**config.mk**
```make
export PLATFORM = sky130hd
export DESIGN_NAME = condlogic_it_flat
export DESIGN_NICKNAME = d
export VERILOG_FILES = /design/src/rtl/condlogic_it_if.sv /design/src/rtl/condlogic_it.sv /design/src/flat_wrapper.sv
export SDC_FILE = /design/constraint.sdc
export NUM_CORES = 1
export LEC_CHECK = 0
export ABC_AREA = 1
export BUFFER_PORTS_ARGS = -buffer_cell sky130_fd_sc_hd__buf_2
export CAP_MARGIN = 5
export CORE_MARGIN = 4
export CORE_UTILIZATION = 26
export DETAILED_ROUTE_END_ITERATION = 7
export PLACE_DENSITY = 0.43
export SLEW_MARGIN = 25
export SYNTH_ARGS = -nofsm -noshare
export SYNTH_HDL_FRONTEND = slang
export SYNTH_SLANG_ARGS = --single-unit
export TNS_END_PERCENT = 10
```
**constraint.sdc**
```tcl
create_clock -name clk -period 5.8 [get_ports clk]
set_input_delay 1.16 -clock clk [delete_from_list [all_inputs] [get_ports clk]]
set_output_delay 1.16 -clock clk [all_outputs]
set_load 0.1 [all_outputs]
```
**src/rtl/condlogic_it_if.sv**
```systemverilog
// Control/flag bus between the decode stage and the conditional-execution unit.
// Widths are derived from the bank count and the maximum IT block length.
interface condlogic_it_if #(
    parameter int NBANK = 4,
    parameter int ITMAX = 4
);
    localparam int BANK_W = (NBANK > 1) ? $clog2(NBANK) : 1;
    localparam int CNT_W  = $clog2(ITMAX + 1);

    logic              stall;
    logic              flush;
    logic [3:0]        Cond;
    logic [3:0]        ALUFlags;
    logic [3:0]        FlagsE;
    logic              FlagSel;
    logic [1:0]        FlagW;
    logic [BANK_W-1:0] RdBank;
    logic [BANK_W-1:0] WrBank;
    logic              PCS;
    logic              Branch;
    logic              RegW;
    logic              MemW;
    logic              ITStart;
    logic [3:0]        ITCond;
    logic [CNT_W-1:0]  ITLen;
    logic [ITMAX-1:0]  ITMask;
    logic              PCSrc;
    logic              RegWrite;
    logic              MemWrite;
    logic [3:0]        FlagsN;
    logic              CondEx;
    logic              InIT;
    logic              ITErr;

    modport master (
        output stall, flush, Cond, ALUFlags, FlagsE, FlagSel, FlagW, RdBank, WrBank,
               PCS, Branch, RegW, MemW, ITStart, ITCond, ITLen, ITMask,
        input  PCSrc, RegWrite, MemWrite, FlagsN, CondEx, InIT, ITErr
    );

    modport slave (
        input  stall, flush, Cond, ALUFlags, FlagsE, FlagSel, FlagW, RdBank, WrBank,
               PCS, Branch, RegW, MemW, ITStart, ITCond, ITLen, ITMask,
        output PCSrc, RegWrite, MemWrite, FlagsN, CondEx, InIT, ITErr
    );
endinterface

```
**src/rtl/condlogic_it.sv**
```systemverilog
// Conditional-execution unit: banked NZCV flags, ARM condition evaluation,
// If-Then block predication, registered PCSrc/RegWrite/MemWrite.
module condlogic_it #(
    parameter int NBANK = 4,
    parameter int ITMAX = 4
) (
    input logic           clk,
    input logic           reset,
    condlogic_it_if.slave bus
);
    localparam int BANK_W = (NBANK > 1) ? $clog2(NBANK) : 1;
    localparam int CNT_W  = $clog2(ITMAX + 1);
    localparam int PTR_W  = (ITMAX > 1) ? $clog2(ITMAX) : 1;
    localparam logic [3:0] COND_AL = 4'b1110;

    typedef enum logic {IDLE, ACTIVE} it_state_t;

    it_state_t        state_q, state_d;
    logic [CNT_W-1:0] remain_q, remain_d;
    logic [PTR_W-1:0] ptr_q, ptr_d;
    logic [3:0]       itcond_q, itcond_d;
    logic [ITMAX-1:0] itmask_q, itmask_d;
    logic [3:0]       banks_q [NBANK];

    logic [3:0] rd_flags;
    logic [3:0] eff_cond;
    logic [3:0] wr_data;
    logic       cond_ok;
    logic       it_instr;
    logic       it_nop;
    logic       effect;
    logic       pcsrc_q, regwrite_q, memwrite_q, iterr_q;

    function automatic logic cond_eval(input logic [3:0] c, input logic [3:0] f);
        logic n, z, cy, v, r;
        {n, z, cy, v} = f;
        case (c)
            4'b0000: r = z;
            4'b0001: r = ~z;
            4'b0010: r = cy;
            4'b0011: r = ~cy;
            4'b0100: r = n;
            4'b0101: r = ~n;
            4'b0110: r = v;
            4'b0111: r = ~v;
            4'b1000: r = cy & ~z;
            4'b1001: r = ~cy | z;
            4'b1010: r = (n == v);
            4'b1011: r = (n != v);
            4'b1100: r = ~z & (n == v);
            4'b1101: r = z | (n != v);
            default: r = 1'b1;
        endcase
        return r;
    endfunction

    always_comb begin
        rd_flags = '0;
        for (int unsigned i = 0; i < NBANK; i++) begin
            if (BANK_W'(i) == bus.RdBank) rd_flags = banks_q[i];
        end
    end

    // Inside a block the slot's Then/Else flips the base condition's LSB; AL stays AL.
    always_comb begin
        if (state_q == ACTIVE) begin
            if (itcond_q == COND_AL) eff_cond = COND_AL;
            else eff_cond = {itcond_q[3:1], itcond_q[0] ^ ~itmask_q[ptr_q]};
        end else begin
            eff_cond = bus.Cond;
        end
    end

    assign cond_ok  = cond_eval(eff_cond, rd_flags);
    assign it_instr = bus.ITStart & (state_q == IDLE);
    assign it_nop   = bus.ITStart & (state_q == ACTIVE);
    // IT instructions and rejected nested ITs never touch flags or outputs.
    assign effect   = ~bus.stall & ~bus.flush & cond_ok & ~bus.ITStart;
    assign wr_data  = bus.FlagSel ? bus.FlagsE : bus.ALUFlags;

    assign bus.CondEx   = it_instr | cond_ok;
    assign bus.FlagsN   = rd_flags;
    assign bus.InIT     = (remain_q != '0);
    assign bus.PCSrc    = pcsrc_q;
    assign bus.RegWrite = regwrite_q;
    assign bus.MemWrite = memwrite_q;
    assign bus.ITErr    = iterr_q;

    always_comb begin
        state_d  = state_q;
        remain_d = remain_q;
        ptr_d    = ptr_q;
        itcond_d = itcond_q;
        itmask_d = itmask_q;
        if (bus.flush) begin
            state_d  = IDLE;
            remain_d = '0;
        end else if (!bus.stall) begin
            unique case (state_q)
                IDLE: begin
                    if (bus.ITStart && bus.ITLen != '0) begin
                        remain_d = (bus.ITLen > CNT_W'(ITMAX)) ? CNT_W'(ITMAX) : bus.ITLen;
                        ptr_d    = '0;
                        itcond_d = bus.ITCond;
                        itmask_d = bus.ITMask | ITMAX'(1);
                        state_d  = ACTIVE;
                    end
                end
                ACTIVE: begin
                    remain_d = remain_q - CNT_W'(1);
                    ptr_d    = ptr_q + PTR_W'(1);
                    if (remain_q == CNT_W'(1)) state_d = IDLE;
                end
                default: state_d = IDLE;
            endcase
        end
    end

    always_ff @(posedge clk or negedge reset) begin
        if (!reset) begin
            state_q  <= IDLE;
            remain_q <= '0;
            ptr_q    <= '0;
            itcond_q <= '0;
            itmask_q <= '0;
        end else begin
            state_q  <= state_d;
            remain_q <= remain_d;
            ptr_q    <= ptr_d;
            itcond_q <= itcond_d;
            itmask_q <= itmask_d;
        end
    end

    always_ff @(posedge clk or negedge reset) begin
        if (!reset) begin
            for (int unsigned i = 0; i < NBANK; i++) banks_q[i] <= '0;
        end else begin
            for (int unsigned i = 0; i < NBANK; i++) begin
                if (effect && BANK_W'(i) == bus.WrBank) begin
                    if (bus.FlagW[1]) banks_q[i][3:2] <= wr_data[3:2];
                    if (bus.FlagW[0]) banks_q[i][1:0] <= wr_data[1:0];
                end
            end
        end
    end

    always_ff @(posedge clk or negedge reset) begin
        if (!reset) begin
            pcsrc_q    <= 1'b0;
            regwrite_q <= 1'b0;
            memwrite_q <= 1'b0;
            iterr_q    <= 1'b0;
        end else begin
            pcsrc_q    <= (bus.PCS | bus.Branch) & effect;
            regwrite_q <= bus.RegW & effect;
            memwrite_q <= bus.MemW & effect;
            if (bus.flush) iterr_q <= 1'b0;
            else if (!bus.stall) iterr_q <= it_nop;
        end
    end
endmodule

```
**src/flat_wrapper.sv**
```systemverilog
// flat-port wrapper written by rule: the top's interface ports become plain ports
module condlogic_it_flat 
#(
    parameter int NBANK = 4,
    parameter int ITMAX = 4
)
  (clk, reset, bus_stall, bus_flush, bus_Cond, bus_ALUFlags, bus_FlagsE, bus_FlagSel, bus_FlagW, bus_RdBank, bus_WrBank, bus_PCS, bus_Branch, bus_RegW, bus_MemW, bus_ITStart, bus_ITCond, bus_ITLen, bus_ITMask, bus_PCSrc, bus_RegWrite, bus_MemWrite, bus_FlagsN, bus_CondEx, bus_InIT, bus_ITErr);
  condlogic_it_if #(.NBANK(NBANK), .ITMAX(ITMAX)) bus_i ();
  input logic clk;
  input logic reset;
  input wire logic [$bits(bus_i.stall)-1:0] bus_stall;
  input wire logic [$bits(bus_i.flush)-1:0] bus_flush;
  input wire logic [$bits(bus_i.Cond)-1:0] bus_Cond;
  input wire logic [$bits(bus_i.ALUFlags)-1:0] bus_ALUFlags;
  input wire logic [$bits(bus_i.FlagsE)-1:0] bus_FlagsE;
  input wire logic [$bits(bus_i.FlagSel)-1:0] bus_FlagSel;
  input wire logic [$bits(bus_i.FlagW)-1:0] bus_FlagW;
  input wire logic [$bits(bus_i.RdBank)-1:0] bus_RdBank;
  input wire logic [$bits(bus_i.WrBank)-1:0] bus_WrBank;
  input wire logic [$bits(bus_i.PCS)-1:0] bus_PCS;
  input wire logic [$bits(bus_i.Branch)-1:0] bus_Branch;
  input wire logic [$bits(bus_i.RegW)-1:0] bus_RegW;
  input wire logic [$bits(bus_i.MemW)-1:0] bus_MemW;
  input wire logic [$bits(bus_i.ITStart)-1:0] bus_ITStart;
  input wire logic [$bits(bus_i.ITCond)-1:0] bus_ITCond;
  input wire logic [$bits(bus_i.ITLen)-1:0] bus_ITLen;
  input wire logic [$bits(bus_i.ITMask)-1:0] bus_ITMask;
  output wire logic [$bits(bus_i.PCSrc)-1:0] bus_PCSrc;
  output wire logic [$bits(bus_i.RegWrite)-1:0] bus_RegWrite;
  output wire logic [$bits(bus_i.MemWrite)-1:0] bus_MemWrite;
  output wire logic [$bits(bus_i.FlagsN)-1:0] bus_FlagsN;
  output wire logic [$bits(bus_i.CondEx)-1:0] bus_CondEx;
  output wire logic [$bits(bus_i.InIT)-1:0] bus_InIT;
  output wire logic [$bits(bus_i.ITErr)-1:0] bus_ITErr;
  assign bus_i.stall = bus_stall;
  assign bus_i.flush = bus_flush;
  assign bus_i.Cond = bus_Cond;
  assign bus_i.ALUFlags = bus_ALUFlags;
  assign bus_i.FlagsE = bus_FlagsE;
  assign bus_i.FlagSel = bus_FlagSel;
  assign bus_i.FlagW = bus_FlagW;
  assign bus_i.RdBank = bus_RdBank;
  assign bus_i.WrBank = bus_WrBank;
  assign bus_i.PCS = bus_PCS;
  assign bus_i.Branch = bus_Branch;
  assign bus_i.RegW = bus_RegW;
  assign bus_i.MemW = bus_MemW;
  assign bus_i.ITStart = bus_ITStart;
  assign bus_i.ITCond = bus_ITCond;
  assign bus_i.ITLen = bus_ITLen;
  assign bus_i.ITMask = bus_ITMask;
  assign bus_PCSrc = bus_i.PCSrc;
  assign bus_RegWrite = bus_i.RegWrite;
  assign bus_MemWrite = bus_i.MemWrite;
  assign bus_FlagsN = bus_i.FlagsN;
  assign bus_CondEx = bus_i.CondEx;
  assign bus_InIT = bus_i.InIT;
  assign bus_ITErr = bus_i.ITErr;
  condlogic_it #(.NBANK(NBANK), .ITMAX(ITMAX)) u_core (.clk(clk), .reset(reset), .bus(bus_i));
endmodule
```
==> reports/metrics.csv <==
metric,value,unit
arrival,3.19,ns
port_buffers,47,
total_power,0.7123,mW
grt_max_degree,35,
hpwl,4149,um
fin_crit_sh,0.7500,
final_nets,373,
cp_top_family,simple AND/OR/NAND/NOR gates,
cts_buffers,5,
ys_top_cells_by_count,"99 x nand2_1, 36 x inv_1, 34 x dfrtp_1",
cts_resized,0,
ys_top_cells_by_area,"dfrtp_1 42%, nand2_1 18%, inv_1 6.7%, mux2_2 5.6%, nor2_1 5.6%",
synth_seq_cells,34,
drt_wl_total,5280,um
rows,31,
clockRootBuffer,clkbuf_8,
finalCriticalPeriod,4.350,ns
fin_skew,0.01054,ns
async_reset_ff_frac,1.000,
dp_cells,423,
die_y,96.00,um
grt_pass1_wl,8776,um
stdcell_count,431,
cts_tree,done,
yosys_warnings,0,
num-fill-cells,830,
max_stage_delay,0.44,ns
path_class,in -> out,
syn-num-nets,322,
critPathLaunchType,input port,
rsz0062_at_grt,false,
finalMaxSlewViolations,0,
worstPathRequired,4.64,ns
clk_pin_slew,0.07,ns
drive_gt1_frac,0.2139,
die_w,96.00,um
multi_input_area,993.5,um2
synth_top_area_share,0.4226,
cp_cell_sequence,"buf_2, inv_1, nor2_1, nand2_1, nand3_1, nand2_1, inv_1, nand2_1, nand3_1, nand2_1, nand2_1, nand2_1, clkinv_1, nand3_2, o21bai_1, buf_2",
holdCritPathClass,reg -> reg,
drcViolationCount,0,
start_util,0.2732,
synth.cell_area,0.002013,mm2
vdd_drop_max,0.00008196,V
tns,0,ns
dieArea,0.009215,mm2
fin_util,0.3317,
power_leakage,1.332,nW
antenna_found_initial,0,
avgViaCountPerCell,4.434,
layout.area.seq,850.8,um2
area_growth,21.44,%
synthFlopType,dfrtp_1,
gp_congestion,0.7687,
drtAntennaViolNets,0,
h-tree-depth,2,
grt_use_total,0.1242,
postCtsSetupBuffers,0,
setup_slack,1.450,ns
crit_slowest_cell,buf_2,
cts.path.max_buffers,2,
synth_cells,280,
worst_pin_slew,0.7890,ns
grt_overflow,0,
firstDrtPassIters,4,
hold_buffers,0,
ys_seq_area_frac,0.4226,
fmax,229.9,MHz
synth_cell_types,29,
cts_sinks,34,
insertion_delay,0.29,ns
power.density,291.4,mW/mm2
drv_cap,0,
wl_per_cell,12.25,um
setup_viol,0,
syn_area_per_cell,7.190,um2
yosysTopAreaCell,dfrtp_1,
diodes,0,
drt_iter0_drc,62,
status,finished clean,
max_slew_margin,0.4740,
ios,49,
place_ws,1.468,ns
core,0.007370,mm2
hold_violations,0,
crit_path_frequent_cell,nand2_1,
synthMostInstantiatedCell,nand2_1,
path_buf_inv,5,
grt_pass1_vias,1829,
critPathMaxFanout,14,
routed-via-count,1911,
synth_edf_count,0,
cp-end-kind,output pin,
[logic make-up after synthesis]
logic type / count (synthesis) / share of synthesized area
muxes: 10 / 0.05594
AOI/OAI and AO/OA: 22 / 0.06588
adders and majority gates: 3 / 0.01865
DFF: 34 / 0.4226
buffers and inverters: 42 / 0.08390
and+or+nand+nor: 169 / 0.3530
[routing by layer]
| layer | vias to the layer above | track usage | share of wire |
|---|---|---|---|
| met4 | 0 | 0.03555 | 0.013 |
| met3 | 5 | 0.03049 | 0.049 |
| met1 | 876 | 0.1683 | 0.49 |
| li1 | 998 | - | - |
| met5 | - | 0 | 0 |
| met2 | 32 | 0.1955 | 0.45 |
[registers in the layout (all words and copies together) (netlist names)]
signal               cells
u_core.bus.PCSrc         1
u_core.bus.MemWrite      1
u_core.bus.RegWrite      1
u_core.banks_q          16
u_core.itcond_q          4
u_core.state_q           1
u_core.ptr_q             2
u_core.bus.ITErr         1
u_core.remain_q          3
u_core.itmask_q          4
[report_power, final]
part           leakage (nW)  internal (mW)  total [mW]  switching, mW
registers             0.440          0.277       0.301         0.0240
clock network        0.0472         0.0955       0.189         0.0935
logic                 0.845         0.0675       0.222          0.155
[stage by stage]
stage	hold WS [ns]	instance area (um2)
finish	0.4780	2445
global route	0.5094	2445
CTS	0.4794	2445
detailed placement	0.4599	2350
global placement	0.4528	2350
floorplan	0.4349	2013
[final timing paths]
kind | start | to | slack (ns) | depth (start not counted)
max in group asynchronous | reset | u_core.banks_q[12] | 4.35 | 1
min reg2reg | u_core.itmask_q[0] | u_core.itmask_q[0] | 0.48 | 2
min in group asynchronous | reset | u_core.bus.ITErr | 0.95 | 1
max | bus_RdBank[1] | bus_CondEx | 1.45 | 16
max reg2reg | u_core.state_q | u_core.banks_q[12] | 3.30 | 13
min | u_core.itmask_q[0] | u_core.itmask_q[0] | 0.48 | 2
[cells in the final DEF (no fill, tap or decap)]
master      Yosys  routed
clkinv_1        1       1
ha_1            3       3
nor3_1          2       2
a21oi_1         5       5
or3_1           1       1
o21ai_2         1       1
nand3_2         1       1
o21ai_1         1       1
clkbuf_8        0       6
nor3b_1         1       1
buf_2           0      47
inv_2           2       2
clkinv_2        0       1
o21ai_0         6       6
mux2_2         10      10
dfrtp_1        34      34
clkinvlp_4      0       1
or2_2           2       2
o21bai_1        1       1
inv_1          36      36
o31ai_1         2       2
nor2_1         30      30
or2_1           1       1
o22ai_1         3       3
nand4_1        10      10
nand3_1        21      21
o21a_1          2       2
nand2_1        99      99
or2_0           1       1
a22oi_1         1       1
[worst reg2reg max path: stages, from the launching register on]
cell,delay [ns]
dfrtp_1,0.66
inv_2,0.15
or2_1,0.25
o21ai_2,0.14
nand3_1,0.13
nand3_1,0.13
nand3_1,0.08
nand2_1,0.07
nand2_1,0.05
nand3_2,0.24
nand3_1,0.17
nor2_1,0.21
nand2_1,0.08
nand2_1,0.07
[layout make-up]
type                    count  share of cell area
repair buffers             47             0.09621
clock buffers               6             0.03378
clock inverters             2            0.005118
multi-input cells         204              0.4063
well taps                  99             0.05067
flip-flops and latches     34              0.3480
inverters                  39             0.05988
Power figures use the tool's default switching activity.
